**src/rtl/interpolator_flow_pkg.sv**
```systemverilog
// Shared constants for the interpolator flow controller: FSM state codes,
// default sizing and the counter width helper.
package interpolator_flow_pkg;

  localparam logic [1:0] ST_RUN   = 2'd0;
  localparam logic [1:0] ST_DRAIN = 2'd1;
  localparam logic [1:0] ST_DONE  = 2'd2;

  localparam int DEF_PIPELINE_LATENCY = 28;
  localparam int DEF_FIFO_DEPTH       = 32;

  // Bits needed to hold values 0..depth inclusive.
  function automatic int cnt_w(input int depth);
    return $clog2(depth + 1);
  endfunction

endpackage

```
**src/rtl/interpolator_flow_ctrl_sat_updown_counter.sv**
```systemverilog
// Saturating up/down counter. Simultaneous inc and dec cancel. A step that
// would pass 0 or MAX is suppressed and flagged on err_o for that cycle.
// cnt_d_o exposes the next value so callers can act on it in the same cycle.
module sat_updown_counter
  #(parameter int WIDTH = 6,
    parameter int MAX   = 32,
    parameter int INIT  = 0)
  (input  logic             clk,
   input  logic             rst,
   input  logic             inc_i,
   input  logic             dec_i,
   output logic [WIDTH-1:0] cnt_o,
   output logic [WIDTH-1:0] cnt_d_o,
   output logic             err_o);

  localparam logic [WIDTH-1:0] MAX_V  = WIDTH'(MAX);
  localparam logic [WIDTH-1:0] INIT_V = WIDTH'(INIT);

  logic [WIDTH-1:0] cnt_q, cnt_d;
  logic             err;

  // Next value with saturation at both ends.
  always_comb begin
    cnt_d = cnt_q;
    err   = 1'b0;
    if (inc_i && !dec_i) begin
      if (cnt_q == MAX_V) err = 1'b1;
      else                cnt_d = cnt_q + 1'b1;
    end else if (dec_i && !inc_i) begin
      if (cnt_q == '0) err = 1'b1;
      else             cnt_d = cnt_q - 1'b1;
    end
  end

  // Counter register.
  always_ff @(posedge clk or posedge rst) begin
    if (rst) cnt_q <= INIT_V;
    else     cnt_q <= cnt_d;
  end

  assign cnt_o   = cnt_q;
  assign cnt_d_o = cnt_d;
  assign err_o   = err;

endmodule

```
**src/rtl/interpolator_flow_ctrl.sv**
```systemverilog
// Credit-based flow controller in front of the non-stalling attribute
// interpolator. Beats are forwarded only while the downstream FIFO has a
// guaranteed slot; in-flight beats are tracked for pixelInPipeline and for
// draining. Optional statistics counters: define FLOW_CTRL_STATS_EN.
module interpolator_flow_ctrl
  import interpolator_flow_pkg::*;
  #(parameter int STREAM_WIDTH     = 160,
    parameter int PIPELINE_LATENCY = DEF_PIPELINE_LATENCY,
    parameter int FIFO_DEPTH       = DEF_FIFO_DEPTH)
  (input  logic                    clk,
   input  logic                    reset,
   input  logic                    s_axis_tvalid,
   output logic                    s_axis_tready,
   input  logic                    s_axis_tlast,
   input  logic [STREAM_WIDTH-1:0] s_axis_tdata,
   output logic                    m_axis_tvalid,
   input  logic                    m_axis_tready,
   output logic                    m_axis_tlast,
   output logic [STREAM_WIDTH-1:0] m_axis_tdata,
   input  logic                    pipe_out_valid,
   input  logic                    fifo_pop,
   input  logic                    drain_req,
   output logic                    drain_done,
   output logic                    pixelInPipeline,
   output logic                    err_flag
`ifdef FLOW_CTRL_STATS_EN
   ,
   output logic [31:0]             stat_pixels,
   output logic [31:0]             stat_stall_cycles,
   output logic [15:0]             stat_triangles
`endif
  );

  localparam int CNT_W   = cnt_w(FIFO_DEPTH);
  // The pipe physically holds at most min(latency, depth) beats, so this
  // ceiling only trips on a broken environment, never in normal use.
  localparam int INFL_LIM = PIPELINE_LATENCY + FIFO_DEPTH;
  localparam int INFL_MAX = (INFL_LIM > (1 << CNT_W) - 1) ? (1 << CNT_W) - 1 : INFL_LIM;

  logic [1:0]       state_q, state_d;
  logic             drain_done_q, pip_q, err_q;
  logic [CNT_W-1:0] credits, credits_d, inflight, inflight_d;
  logic             cred_err, infl_err;
  logic             can_issue, issue;

  assign can_issue     = (state_q == ST_RUN) && (credits != '0);
  assign s_axis_tready = m_axis_tready & can_issue;
  assign m_axis_tvalid = s_axis_tvalid & can_issue;
  assign m_axis_tlast  = s_axis_tlast;
  assign m_axis_tdata  = s_axis_tdata;
  assign issue         = s_axis_tvalid & s_axis_tready;

  // Credits: consumed by an issue, returned by a FIFO pop.
  sat_updown_counter #(.WIDTH(CNT_W), .MAX(FIFO_DEPTH), .INIT(FIFO_DEPTH)) u_credits (
    .clk     (clk),
    .rst     (reset),
    .inc_i   (fifo_pop),
    .dec_i   (issue),
    .cnt_o   (credits),
    .cnt_d_o (credits_d),
    .err_o   (cred_err)
  );

  // In-flight beats: added on issue, removed when they leave the interpolator.
  sat_updown_counter #(.WIDTH(CNT_W), .MAX(INFL_MAX), .INIT(0)) u_inflight (
    .clk     (clk),
    .rst     (reset),
    .inc_i   (issue),
    .dec_i   (pipe_out_valid),
    .cnt_o   (inflight),
    .cnt_d_o (inflight_d),
    .err_o   (infl_err)
  );

  // Drain FSM: stop issuing, wait for the pipe to empty, hold DONE until released.
  always_comb begin
    state_d = state_q;
    case (state_q)
      ST_RUN:   if (drain_req)            state_d = ST_DRAIN;
      ST_DRAIN: if (inflight_d == '0)     state_d = ST_DONE;
      ST_DONE:  if (!drain_req)           state_d = ST_RUN;
      default:                            state_d = ST_RUN;
    endcase
  end

  // State and registered status outputs.
  always_ff @(posedge clk or posedge reset) begin
    if (reset) begin
      state_q      <= ST_RUN;
      drain_done_q <= 1'b0;
      pip_q        <= 1'b0;
      err_q        <= 1'b0;
    end else begin
      state_q      <= state_d;
      drain_done_q <= (state_d == ST_DONE);
      pip_q        <= (inflight_d != '0);
      err_q        <= err_q | cred_err | infl_err;
    end
  end

  assign drain_done      = drain_done_q;
  assign pixelInPipeline = pip_q;
  assign err_flag        = err_q;

`ifdef FLOW_CTRL_STATS_EN
  logic [31:0] pix_q, stall_q;
  logic [15:0] tri_q;

  // Free-running statistics, wrapping at full scale.
  always_ff @(posedge clk or posedge reset) begin
    if (reset) begin
      pix_q   <= '0;
      stall_q <= '0;
      tri_q   <= '0;
    end else begin
      if (issue)                          pix_q   <= pix_q + 32'd1;
      if (s_axis_tvalid && !s_axis_tready) stall_q <= stall_q + 32'd1;
      if (issue && s_axis_tlast)          tri_q   <= tri_q + 16'd1;
    end
  end

  assign stat_pixels       = pix_q;
  assign stat_stall_cycles = stall_q;
  assign stat_triangles    = tri_q;
`endif

endmodule

```
**config.mk**
```make
export PLATFORM = sky130hd
export DESIGN_NAME = interpolator_flow_ctrl
export DESIGN_NICKNAME = d
export VERILOG_FILES = /design/src/rtl/interpolator_flow_pkg.sv /design/src/rtl/interpolator_flow_ctrl_sat_updown_counter.sv /design/src/rtl/interpolator_flow_ctrl.sv
export SDC_FILE = /design/constraint.sdc
export NUM_CORES = 1
export LEC_CHECK = 0
export CAP_MARGIN = 20
export CORE_AREA = 3 3 129 131
export CTS_CLUSTER_DIAMETER = 60
export DETAILED_ROUTE_END_ITERATION = 6
export DIE_AREA = 0 0 132 134
export PLACE_DENSITY_LB_ADDON = 0.08
export SLEW_MARGIN = 20
export SYNTH_ARGS = -nofsm -noshare
export SYNTH_HDL_FRONTEND = slang
export SYNTH_SLANG_ARGS = --single-unit
export TNS_END_PERCENT = 5
```
**constraint.sdc**
```tcl
create_clock -name clk -period 4.45 [get_ports clk]
set_input_delay 0.89 -clock clk [delete_from_list [all_inputs] [get_ports clk]]
set_output_delay 0.89 -clock clk [all_outputs]
set_load 0.05 [all_outputs]
```
==> results.cfg <==
[cells_and_area]
drive_gt1_frac = 0.0822
nets = 323
seq_area_um2 = 427
antenna_cells = 0
final_cell_mix = dfrtp_1 (16), nand2_1 (14), nor2_1 (13)
multi_input_area_um2 = 781
fillCellCount = 1795
area_growth_pct = -31.4
final_common_cell = dfrtp_1

[die]
io_pins = 334
die_area_mm2 = 0.0177
dieWidth_um = 132
die_h_um = 134
rows = 46
initial_core_util = 0.157
core-area_mm2 = 0.0157

[cts]
cts_buffers = 3
clk_path_buf_depth = 2
cts_tree = yes
htreeDepth = 1
cts_hold_buf = 0
cts_setup_buffers = 0
root_buffer = clkbuf_16
clk_pin_slew_worst_paths_ns = 0.06
cts.sinks = 17
clk_latency_ns = 0.25
cts_resized = 0

[placement]
numPortBuffers = 11
place.gp.congestion = 0.644
hpwlAfterDp_um = 3780

[drt]
via_per_inst = 3.26
antenna_left = 0
drc = 0
first_pass_iters = 4
wl_um = 4910
drt-initial-drc-count = 26
avgRoutedWirePerCell_um = 13.6
vias = 1179

[worst_setup_path]
crit_type = input port to flip-flop
crit_path_end_kind = flip-flop
cp.arrival_ns = 3.46
critPathRequiredTime_ns = 4.62
rr_startpoint = u_credits.cnt_o[0]$_DFFE_PP0P_
reg2reg_slack_ns = 1.54
critPathLaunchType = input port
path_max_fanout = 8
timing.rr.end = u_credits.cnt_o[5]$_DFFE_PP1P_
r2r_cells = 10

[synth]
netlist_instances = 298
async_flop_share = 1.00
synth-seq-area-share = 0.173
ys_warn_count = 0
avgSynthCellArea_um2 = 8.27
synth_seq_cells = 17
synth_cell_types = 49
syn-cell-area_mm2 = 0.00246
synth_edf_count = 0
synth_fp_nets = 474
ys_dominant_reg_cell = dfrtp_1

[timing]
slew_headroom = 0.456
finalMaxSlewViolations = 0
fin_crit_sh = 0.738
hold_violations = 0
finClkSkew_ns = 0.00473
min_period_ns = 3.29
worst_pin_slew_ns = 0.815
setup_tns_ns = 0
grt_setup_unrepaired = no
setup_viol = 0
fmax_mhz = 304

[global_route]
grt_max_degree = 18
grt_usage = 0.0554
grt_overflow = 0
grt_pass1_wl_um = 7690
grt_pass1_vias = 1278
antenna_found_initial = 0

[flow_run]
cap_violations = 0

[hold_path]
hold_depth = 1
min_path_type = flip-flop to flip-flop
worst_hold_path.endpoint = err_flag$_DFF_PP0_
min-delay-start = err_flag$_DFF_PP0_

[outcome]
outcome = completed

[power]
power.total_w = 0.00102
peakVddDrop_mv = 0.172
power.density_cell_area_mw_per_mm2 = 601
p_leak_nw = 0.581
==> worst max path at each step <==
stage	slack, ns	cells after the start	startpoint	endpoint
4_1_cts	1.11	11	s_axis_tvalid	u_credits.cnt_o[5]$_DFFE_PP1P_
3_3_place_gp	0.90	11	s_axis_tvalid	u_credits.cnt_o[5]$_DFFE_PP1P_
2_1_floorplan	1.70	11	s_axis_tvalid	u_credits.cnt_o[5]$_DFFE_PP1P_
5_1_grt	0.86	11	s_axis_tvalid	u_credits.cnt_o[5]$_DFFE_PP1P_
6_report	1.16	11	s_axis_tvalid	u_credits.cnt_o[5]$_DFFE_PP1P_
3_5_place_dp	0.84	11	s_axis_tvalid	u_credits.cnt_o[5]$_DFFE_PP1P_
==> where the power goes <==
part / total (W) / switching [W] / leakage [nW] / internal, W
sequential: 0.000343 / 0.000117 / 0.198 / 0.000226
combinational: 0.000484 / 0.000274 / 0.341 / 0.000210
clock: 0.000188 / 0.0000676 / 0.0409 / 0.000121
==> synthesized netlist by cell type (4+ instances only) <==
library cell | number | area (µm²)
nor2_1 | 13 | 48.8
o21ai_1 | 5 | 25.0
xnor2_1 | 5 | 43.8
dfrtp_1 | 16 | 400
a21oi_1 | 5 | 25.0
nand3_1 | 4 | 20.0
ha_1 | 7 | 87.6
nand2_1 | 14 | 52.6
inv_1 | 6 | 22.5
buf_4 | 161 | 1210
==> metrics by stage <==
step / instance area (µm²) / utilization / setup WS, ns / hold WS [ns] / instances
finish: 1690 / 0.108 / 1.16 / 0.476 / 362
global route: 1690 / 0.108 / 0.855 / 0.527 / 362
CTS: 1690 / 0.108 / 1.11 / 0.492 / 362
detailed placement: 1610 / 0.102 / 0.837 / 0.478 / 358
global placement: 1610 / 0.102 / 0.896 / 0.468 / 358
floorplan: 2460 / - / 1.70 / 0.469 / 298
==> registers in the layout, summed over array words and instances, names as in the netlist <==
signal            flops
u_credits.cnt_o       6
u_inflight.cnt_o      6
state_q               2
drain_done            1
err_flag              1
pixelInPipeline       1
==> critical path, cell delays in order <==
cell	delay (ns)
clkdlybuf4s50_1	0.50
nand4bb_1	0.21
a21o_1	0.33
nand2_1	0.28
ha_1	0.29
a21o_1	0.15
a21oi_1	0.22
o21bai_1	0.10
a21oi_1	0.25
a21oi_1	0.06
nand4b_1	0.17
==> final cells by class <==
class / count / area share
Clock buffer: 3 / 0.0444
Timing Repair Buffer: 11 / 0.0651
Sequential cell: 17 / 0.252
Inverter: 6 / 0.0133
Clock inverter: 1 / 0.00296
Tap cell: 216 / 0.160
Multi-Input combinational cell: 108 / 0.462
==> metal layers <==
metal / wire length, µm / track usage / vias up
li1: - / - / 526
met1: 1840 / 0.0569 / 546
met2: 2440 / 0.0926 / 65
met3: 356 / 0.0206 / 42
met4: 275 / 0.0408 / 0
met5: 0 / 0 / -
==> kinds of logic (layout without fill, tap and decap cells) <==
family | after synthesis | in the layout | share of synthesized area
buffers and inverters | 173 | 21 | 0.510
AND/OR/NAND/NOR | 55 | 55 | 0.126
AO/OA/AOI/OAI | 34 | 34 | 0.105
flip-flops | 17 | 17 | 0.173
adder cells (fa/ha/maj) | 8 | 8 | 0.0437
XOR/XNOR | 7 | 7 | 0.0249
multiplexers | 4 | 4 | 0.0173
Note: power is estimated with default switching activity, not from simulation.
